File: config.mk
export PLATFORM = sky130hd
export DESIGN_NAME = mac_tree_engine
export DESIGN_NICKNAME = d
export VERILOG_FILES = /design/src/rtl/mac_tree_engine.sv
export SDC_FILE = /design/constraint.sdc
export NUM_CORES = 2
export LEC_CHECK = 0
export ABC_CLOCK_PERIOD_IN_PS = 5050
export CAP_MARGIN = 15
export CORE_ASPECT_RATIO = 1.2
export CORE_MARGIN = 2
export CORE_UTILIZATION = 62
export CTS_CLUSTER_DIAMETER = 120
export CTS_CLUSTER_SIZE = 25
export DETAILED_ROUTE_END_ITERATION = 16
export PLACE_DENSITY = 0.83
export SLEW_MARGIN = 10
export SYNTH_ARGS = -nofsm -noshare
export SYNTH_HDL_FRONTEND = slang
export SYNTH_SLANG_ARGS = --single-unit
export TNS_END_PERCENT = 20
File: constraint.sdc
create_clock -name clock -period 5.05 [get_ports clock]
set_clock_uncertainty 0.05 [all_clocks]
set_input_delay 1.01 -clock clock [delete_from_list [all_inputs] [get_ports clock]]
set_output_delay 1.01 -clock clock [all_outputs]
set_load 0.05 [all_outputs]
File: src/rtl/mac_tree_engine.sv
`default_nettype none
// ============================================================================
//  Module      : mac_tree_engine
//  Description : Streaming unsigned dot-product engine. Operand beats of
//                LANES pairs are multiplied lane-wise into a product
//                register, reduced by a combinational adder tree and
//                accumulated across VEC_LEN/LANES beats. The result and
//                the RUN+DRAIN cycle count are offered on a valid/ready
//                output port.
//  Options     : `define MAC_TREE_SAT_EN -> accumulator saturates at
//                2^ACC_W-1 instead of wrapping (ovf is sticky either way).
//  Revision    : 1.0 - initial release
// ============================================================================
module mac_tree_engine #(
    parameter int DATA_W  = 8,
    parameter int LANES   = 8,
    parameter int VEC_LEN = 64,
    parameter int ACC_W   = 24,
    parameter int CNT_W   = 16
) (
    input  logic                    clock,
    input  logic                    reset,
    input  logic                    start,
    input  logic                    in_valid,
    output logic                    in_ready,
    input  logic [LANES*DATA_W-1:0] a_data,
    input  logic [LANES*DATA_W-1:0] b_data,
    output logic                    out_valid,
    input  logic                    out_ready,
    output logic [ACC_W-1:0]        out_sum,
    output logic                    busy,
    output logic                    done,
    output logic                    ovf,
    output logic [CNT_W-1:0]        cycle_count
);

    // ------------------------------------------------------------------
    // Derived constants
    // ------------------------------------------------------------------
    localparam int c_BEATS  = VEC_LEN / LANES;
    localparam int c_BEAT_W = (c_BEATS > 1) ? $clog2(c_BEATS) : 1;
    localparam int c_PROD_W = 2 * DATA_W;
    localparam int c_LVL    = $clog2(LANES);
    localparam int c_TREE_W = c_PROD_W + c_LVL;
    // One bit wider than the larger addend so the carry-out is visible.
    localparam int c_SUM_W  = ((ACC_W > c_TREE_W) ? ACC_W : c_TREE_W) + 1;

    localparam logic [c_BEAT_W-1:0] c_LAST_BEAT = c_BEAT_W'(c_BEATS - 1);

    localparam logic [1:0] c_S_IDLE  = 2'd0;
    localparam logic [1:0] c_S_RUN   = 2'd1;
    localparam logic [1:0] c_S_DRAIN = 2'd2;
    localparam logic [1:0] c_S_OUT   = 2'd3;

    // ------------------------------------------------------------------
    // Signals
    // ------------------------------------------------------------------
    logic [1:0]          r_state;
    logic [1:0]          w_state_nxt;
    logic [c_BEAT_W-1:0] r_beat;
    logic [ACC_W-1:0]    r_acc;
    logic                r_ovf;
    logic [CNT_W-1:0]    r_cycles;
    logic                r_done;

    logic [c_PROD_W-1:0] w_prod [LANES];
    logic [c_PROD_W-1:0] r_prod [LANES];
    logic [c_TREE_W-1:0] w_tree_sum;
    logic [c_SUM_W-1:0]  w_sum_full;
    logic                w_carry;
    logic [ACC_W-1:0]    w_acc_add;

    logic w_xfer;
    logic w_start_go;
    logic w_active;

    assign w_xfer     = in_valid & in_ready;
    assign w_start_go = (r_state == c_S_IDLE) & start;
    assign w_active   = (r_state == c_S_RUN) | (r_state == c_S_DRAIN);

    // ------------------------------------------------------------------
    // Control FSM
    // ------------------------------------------------------------------
    // State register; reset aborts any run in progress.
    always_ff @(posedge clock) begin
        if (reset) begin
            r_state <= c_S_IDLE;
        end else begin
            r_state <= w_state_nxt;
        end
    end

    // Next-state decode.
    always_comb begin
        w_state_nxt = r_state;
        case (r_state)
            c_S_IDLE:  if (start) w_state_nxt = c_S_RUN;
            c_S_RUN:   if (w_xfer && (r_beat == c_LAST_BEAT)) w_state_nxt = c_S_DRAIN;
            c_S_DRAIN: w_state_nxt = c_S_OUT;
            c_S_OUT:   if (out_ready) w_state_nxt = c_S_IDLE;
            default:   w_state_nxt = c_S_IDLE;
        endcase
    end

    // Handshake and status outputs decoded from the current state.
    always_comb begin
        in_ready  = (r_state == c_S_RUN);
        out_valid = (r_state == c_S_OUT);
        busy      = (r_state != c_S_IDLE);
    end

    // Beat counter: counts accepted beats within a run.
    always_ff @(posedge clock) begin
        if (reset || w_start_go) begin
            r_beat <= '0;
        end else if ((r_state == c_S_RUN) && w_xfer) begin
            r_beat <= r_beat + 1'b1;
        end
    end

    // ------------------------------------------------------------------
    // Multipliers and product register
    // ------------------------------------------------------------------
    for (genvar i = 0; i < LANES; i++) begin : g_mul
        assign w_prod[i] = c_PROD_W'(a_data[i*DATA_W +: DATA_W])
                         * c_PROD_W'(b_data[i*DATA_W +: DATA_W]);
    end

    // Products captured only on a transfer; zero otherwise so stalls add nothing.
    always_ff @(posedge clock) begin
        for (int i = 0; i < LANES; i++) begin
            if (reset || !w_xfer) begin
                r_prod[i] <= '0;
            end else begin
                r_prod[i] <= w_prod[i];
            end
        end
    end

    // ------------------------------------------------------------------
    // Adder tree: level 0 holds the products, each level halves the count.
    // ------------------------------------------------------------------
    for (genvar l = 0; l <= c_LVL; l++) begin : g_lvl
        localparam int c_N = LANES >> l;
        logic [c_TREE_W-1:0] w_node [c_N];
        if (l == 0) begin : g_leaf
            for (genvar j = 0; j < c_N; j++) begin : g_in
                assign w_node[j] = c_TREE_W'(r_prod[j]);
            end
        end else begin : g_add
            for (genvar j = 0; j < c_N; j++) begin : g_pair
                assign w_node[j] = g_lvl[l-1].w_node[2*j] + g_lvl[l-1].w_node[2*j+1];
            end
        end
    end

    assign w_tree_sum = g_lvl[c_LVL].w_node[0];

    // ------------------------------------------------------------------
    // Accumulator
    // ------------------------------------------------------------------
    assign w_sum_full = c_SUM_W'(r_acc) + c_SUM_W'(w_tree_sum);
    assign w_carry    = |w_sum_full[c_SUM_W-1:ACC_W];

`ifdef MAC_TREE_SAT_EN
    // Clamp at full scale; further additions re-clamp, so it stays there.
    assign w_acc_add = w_carry ? {ACC_W{1'b1}} : w_sum_full[ACC_W-1:0];
`else
    // Plain modulo-2^ACC_W wrap.
    assign w_acc_add = w_sum_full[ACC_W-1:0];
`endif

    // Accumulate the tree sum during RUN and DRAIN; cleared on start.
    always_ff @(posedge clock) begin
        if (reset || w_start_go) begin
            r_acc <= '0;
        end else if (w_active) begin
            r_acc <= w_acc_add;
        end
    end

    // Sticky overflow flag, cleared only by start or reset.
    always_ff @(posedge clock) begin
        if (reset || w_start_go) begin
            r_ovf <= 1'b0;
        end else if (w_active && w_carry) begin
            r_ovf <= 1'b1;
        end
    end

    // Cycle counter: runs in RUN and DRAIN, held otherwise until next start.
    always_ff @(posedge clock) begin
        if (reset || w_start_go) begin
            r_cycles <= '0;
        end else if (w_active) begin
            r_cycles <= r_cycles + 1'b1;
        end
    end

    // Done pulses for the cycle after the output handshake.
    always_ff @(posedge clock) begin
        if (reset) begin
            r_done <= 1'b0;
        end else begin
            r_done <= (r_state == c_S_OUT) && out_ready;
        end
    end

    assign out_sum     = r_acc;
    assign ovf         = r_ovf;
    assign cycle_count = r_cycles;
    assign done        = r_done;

endmodule
`default_nettype wire

==> flow_results.xml <==
<?xml version="1.0" encoding="UTF-8"?>
<metrics>
  <group name="pwr">
    <metric name="leakagePower" unit="µW">0.01548</metric>
    <metric name="intPower" unit="µW">6143</metric>
    <metric name="power.share.switching" unit="%">47.51</metric>
    <metric name="power_density" unit="nW/µm²">386.5</metric>
    <metric name="switchingPower" unit="µW">5560</metric>
    <metric name="p_comb_share" unit="%">73.3</metric>
    <metric name="pwr-share-clk" unit="%">12.1</metric>
    <metric name="vdd.ir_drop.worst" unit="V">0.0002866</metric>
    <metric name="seq_power_share" unit="%">14.6</metric>
    <metric name="power" unit="µW">11700</metric>
  </group>
  <group name="route">
    <metric name="drt-vias-per-instance" unit="">5.497</metric>
    <metric name="drt_iter0_drc" unit="">1125</metric>
    <metric name="firstDrtPassIters" unit="">7</metric>
    <metric name="ant_nets" unit="">0</metric>
    <metric name="average_wire_per_cell_in_the_routed_design" unit="µm">16.88</metric>
    <metric name="detailroute.via_count" unit="">20700</metric>
    <metric name="wl" unit="mm">63.58</metric>
    <metric name="drc" unit="">0</metric>
  </group>
  <group name="placed_design">
    <metric name="portBuffers" unit="">177</metric>
    <metric name="detailedPlace.worstSlack" unit="ns">-0.3278</metric>
    <metric name="detailed_place_hpwl" unit="mm">52.42</metric>
    <metric name="routabilityCongestion" unit="">0.9476</metric>
  </group>
  <group name="sta">
    <metric name="max_clock_freq" unit="MHz">201.8</metric>
    <metric name="slew_headroom" unit="%">30.52</metric>
    <metric name="finalCriticalPeriod" unit="ns">4.955</metric>
    <metric name="holdWs" unit="ns">0.4271</metric>
    <metric name="hold_viol" unit="">0</metric>
    <metric name="share_of_the_cycle_needed_by_the_critical_path_after_routing" unit="%">98.12</metric>
    <metric name="slew_violations" unit="">0</metric>
    <metric name="worst-slew-pin-transition" unit="ns">1.042</metric>
    <metric name="setup_slack" unit="ns">0.09470</metric>
    <metric name="final_report_setup_violation_count" unit="">0</metric>
    <metric name="final.setup.tns" unit="ns">0</metric>
  </group>
  <group name="worst_setup_path">
    <metric name="crit_path_start" unit="">b_data[50]</metric>
    <metric name="cp_max_fo" unit="">6</metric>
    <metric name="timing_worst_setup_path_type" unit="">primary input to flip-flop</metric>
    <metric name="timing.critical_path.arrival" unit="ns">5.30</metric>
    <metric name="cp_required" unit="ns">5.39</metric>
    <metric name="kind_of_launch_point_of_the_worst_setup_path" unit="">primary input</metric>
    <metric name="worstReg2RegStart" unit="">out_sum[2]$_SDFFE_PP0P_</metric>
    <metric name="worstSetupEndpointType" unit="">flip-flop</metric>
  </group>
  <group name="yosys">
    <metric name="syn_area" unit="µm²">25040</metric>
    <metric name="biggest_area_contributors_in_the_synthesized_netlist" unit="">sky130_fd_sc_hd__fa_1 (32%), sky130_fd_sc_hd__ha_1 (16%), sky130_fd_sc_hd__dfxtp_1 (14%)</metric>
    <metric name="synth_seq_cells" unit="">175</metric>
    <metric name="synth.distinct_cells" unit="">69</metric>
    <metric name="sequential_cell_area_fraction_in_the_yosys_report" unit="%">13.99</metric>
    <metric name="net_count_of_the_mapped_netlist" unit="">3624</metric>
    <metric name="synthesized_area_divided_by_synthesized_cell_count" unit="µm²">9.037</metric>
    <metric name="postSynthCellCount" unit="">2771</metric>
    <metric name="ys_warn_count" unit="">0</metric>
    <metric name="synthDominantCellAreaShare" unit="%">31.90</metric>
    <metric name="yosysTopAreaCell" unit="">sky130_fd_sc_hd__fa_1</metric>
    <metric name="number_of_enable_flip_flop_cells_after_synthesis" unit="">0</metric>
    <metric name="ys_dominant_reg_cell" unit="">sky130_fd_sc_hd__dfxtp_1</metric>
    <metric name="asyncSetResetFlopFracSynth" unit="%">0</metric>
  </group>
  <group name="global_route">
    <metric name="grt_start_max_net_pins" unit="">47</metric>
    <metric name="globalRoute.totalOverflow" unit="">0</metric>
    <metric name="grt_pass1_vias" unit="">22500</metric>
    <metric name="grt_antenna_before_repair" unit="">0</metric>
    <metric name="global_route_wire_length_before_repair" unit="mm">106.1</metric>
    <metric name="grt.total_usage" unit="%">31.20</metric>
  </group>
  <group name="layout">
    <metric name="mostFrequentLayoutCells" unit="">sky130_fd_sc_hd__inv_1 (554), sky130_fd_sc_hd__fa_1 (399), sky130_fd_sc_hd__ha_1 (321)</metric>
    <metric name="fin_nets" unit="">4073</metric>
    <metric name="diodes" unit="">0</metric>
    <metric name="drive_gt1_share" unit="%">11.20</metric>
    <metric name="layout_commonest_cell" unit="">sky130_fd_sc_hd__inv_1</metric>
    <metric name="area_delta_synth_final" unit="%">20.90</metric>
  </group>
  <group name="die">
    <metric name="die_y" unit="µm">224.2</metric>
    <metric name="die_width" unit="µm">187.5</metric>
    <metric name="std_cell_rows" unit="">80</metric>
    <metric name="design.core.area" unit="µm²">39840</metric>
    <metric name="i_o_pin_total" unit="">178</metric>
    <metric name="die_area" unit="µm²">42020</metric>
    <metric name="start_util" unit="%">62.86</metric>
  </group>
  <group name="clock_network">
    <metric name="htree_levels" unit="">4</metric>
    <metric name="insertion_delay" unit="ns">0.45</metric>
    <metric name="ctsRootBufferMaster" unit="">sky130_fd_sc_hd__clkbuf_16</metric>
    <metric name="numCtsBuffers" unit="">17</metric>
    <metric name="clk_path_buf_depth" unit="">2</metric>
    <metric name="clkSlewWorstSetupHoldPaths" unit="ns">0.08</metric>
    <metric name="tritoncts" unit="">done</metric>
    <metric name="cts_hold_buf" unit="">0</metric>
    <metric name="numClockSinks" unit="">175</metric>
  </group>
  <group name="flow_run">
    <metric name="cap_viol_max_count" unit="">0</metric>
  </group>
  <group name="status">
    <metric name="status" unit="">completed</metric>
  </group>
  <group name="min_path">
    <metric name="min-delay-path-class" unit="">flip-flop to flip-flop</metric>
    <metric name="timing.hold.worst.start" unit="">r_beat[1]$_SDFFE_PP0P_</metric>
  </group>
</metrics>
state kept, by name, summed over array words and instances, names as in the netlist:
signal / cells
ovf: 1
out_sum: 24
cycle_count: 16
r_beat: 3
done: 1
r_state: 2
r_prod: 128
Yosys cell counts (all sizes together), types with 2 or more instances:
master / number
a21o: 50
a31oi: 10
and3: 23
nand2b: 4
nand3: 24
xor2: 32
ha: 321
clkbuf: 26
nand4: 20
o31ai: 6
nand3b: 3
or4: 2
a2111oi: 6
xnor2: 21
o21ai: 56
nand2: 314
o211ai: 3
o311ai: 2
nor3: 65
a41oi: 6
nor2b: 17
a21oi: 83
fa: 399
or3: 22
nor4: 2
o21bai: 8
dfxtp: 175
or2: 11
a211o: 4
a2111o: 2
a211oi: 18
o21a: 35
and2: 277
buf: 11
nor2: 96
nor3b: 21
a2bb2oi: 2
inv: 554
mux2i: 20
a21boi: 2
a311o: 5
kinds of logic after synthesis:
kind of cell / count (synthesis) / synth area share (%)
flops: 175 / 13.99
simple gates: 905 / 18.27
xor+xnor: 53 / 1.854
mux: 21 / 0.8444
fa+ha+maj: 720 / 47.93
compound gates: 306 / 8.224
buf+inv: 591 / 8.888
worst max-delay path, cell delays in order:
cell and delay (ns):
sky130_fd_sc_hd__clkdlybuf4s50_1 0.52, sky130_fd_sc_hd__buf_4 0.21, sky130_fd_sc_hd__and2_1 0.17, sky130_fd_sc_hd__fa_1 0.41
sky130_fd_sc_hd__inv_1 0.07, sky130_fd_sc_hd__fa_1 0.41, sky130_fd_sc_hd__inv_1 0.07, sky130_fd_sc_hd__ha_1 0.23
sky130_fd_sc_hd__fa_1 0.45, sky130_fd_sc_hd__ha_1 0.33, sky130_fd_sc_hd__nor2b_1 0.18, sky130_fd_sc_hd__o21a_1 0.21
sky130_fd_sc_hd__o21a_1 0.20, sky130_fd_sc_hd__o21a_1 0.21, sky130_fd_sc_hd__o21a_1 0.19, sky130_fd_sc_hd__nor3_1 0.26
sky130_fd_sc_hd__buf_4 0.17
path summary, 6_finish.rpt:
path,cells past startpoint,slack [ns],end
max,17,0.09,r_prod[1][41]$_SDFF_PP0_
min,2,0.43,r_beat[1]$_SDFFE_PP0P_
max reg2reg,16,0.24,ovf$_SDFFE_PP0P_
min reg2reg,2,0.43,r_beat[1]$_SDFFE_PP0P_
routing by layer:
layer / part of all wire [%] / global-route usage [%]
met1: 37 / 35.48
met5: 0 / 0
met4: 6.0 / 16.94
met2: 52 / 57.13
met3: 4.7 / 3.823
what timing repair did:
action	in CTS	in global routing
endpoints found under the setup margin	0	26
gates resized for setup	0	23
buffers inserted	0	2
final cells by class:
class	instances	area, µm²
Sequential cell	175	3505
Fill cell	2773	9560
Clock buffer	17	425.4
Multi-Input combinational cell	2005	19430
Inverter	554	2079
Timing Repair Buffer	467	3966
Tap cell	533	666.9
Clock inverter	15	209.0
through the flow:
stage          std cells  cell area, µm²  util [%]
2_1_floorplan       2771           25040         -
3_3_place_gp        3732           29520     74.09
3_5_place_dp        3732           29520     74.09
4_1_cts             3764           30150     75.68
5_1_grt             3766           30280     76.00
6_report            3766           30280     76.00
power by group through the flow:
stage	Sequential, µW	Combinational, µW	Clock [µW]
6_report	1710	8580	1410
5_1_grt	1730	9540	1470
4_1_cts	1710	8400	1410
3_5_place_dp	1740	8210	0
3_3_place_gp	1730	7850	0
2_1_floorplan	1880	5210	0
(Power assumes the default switching activity.)
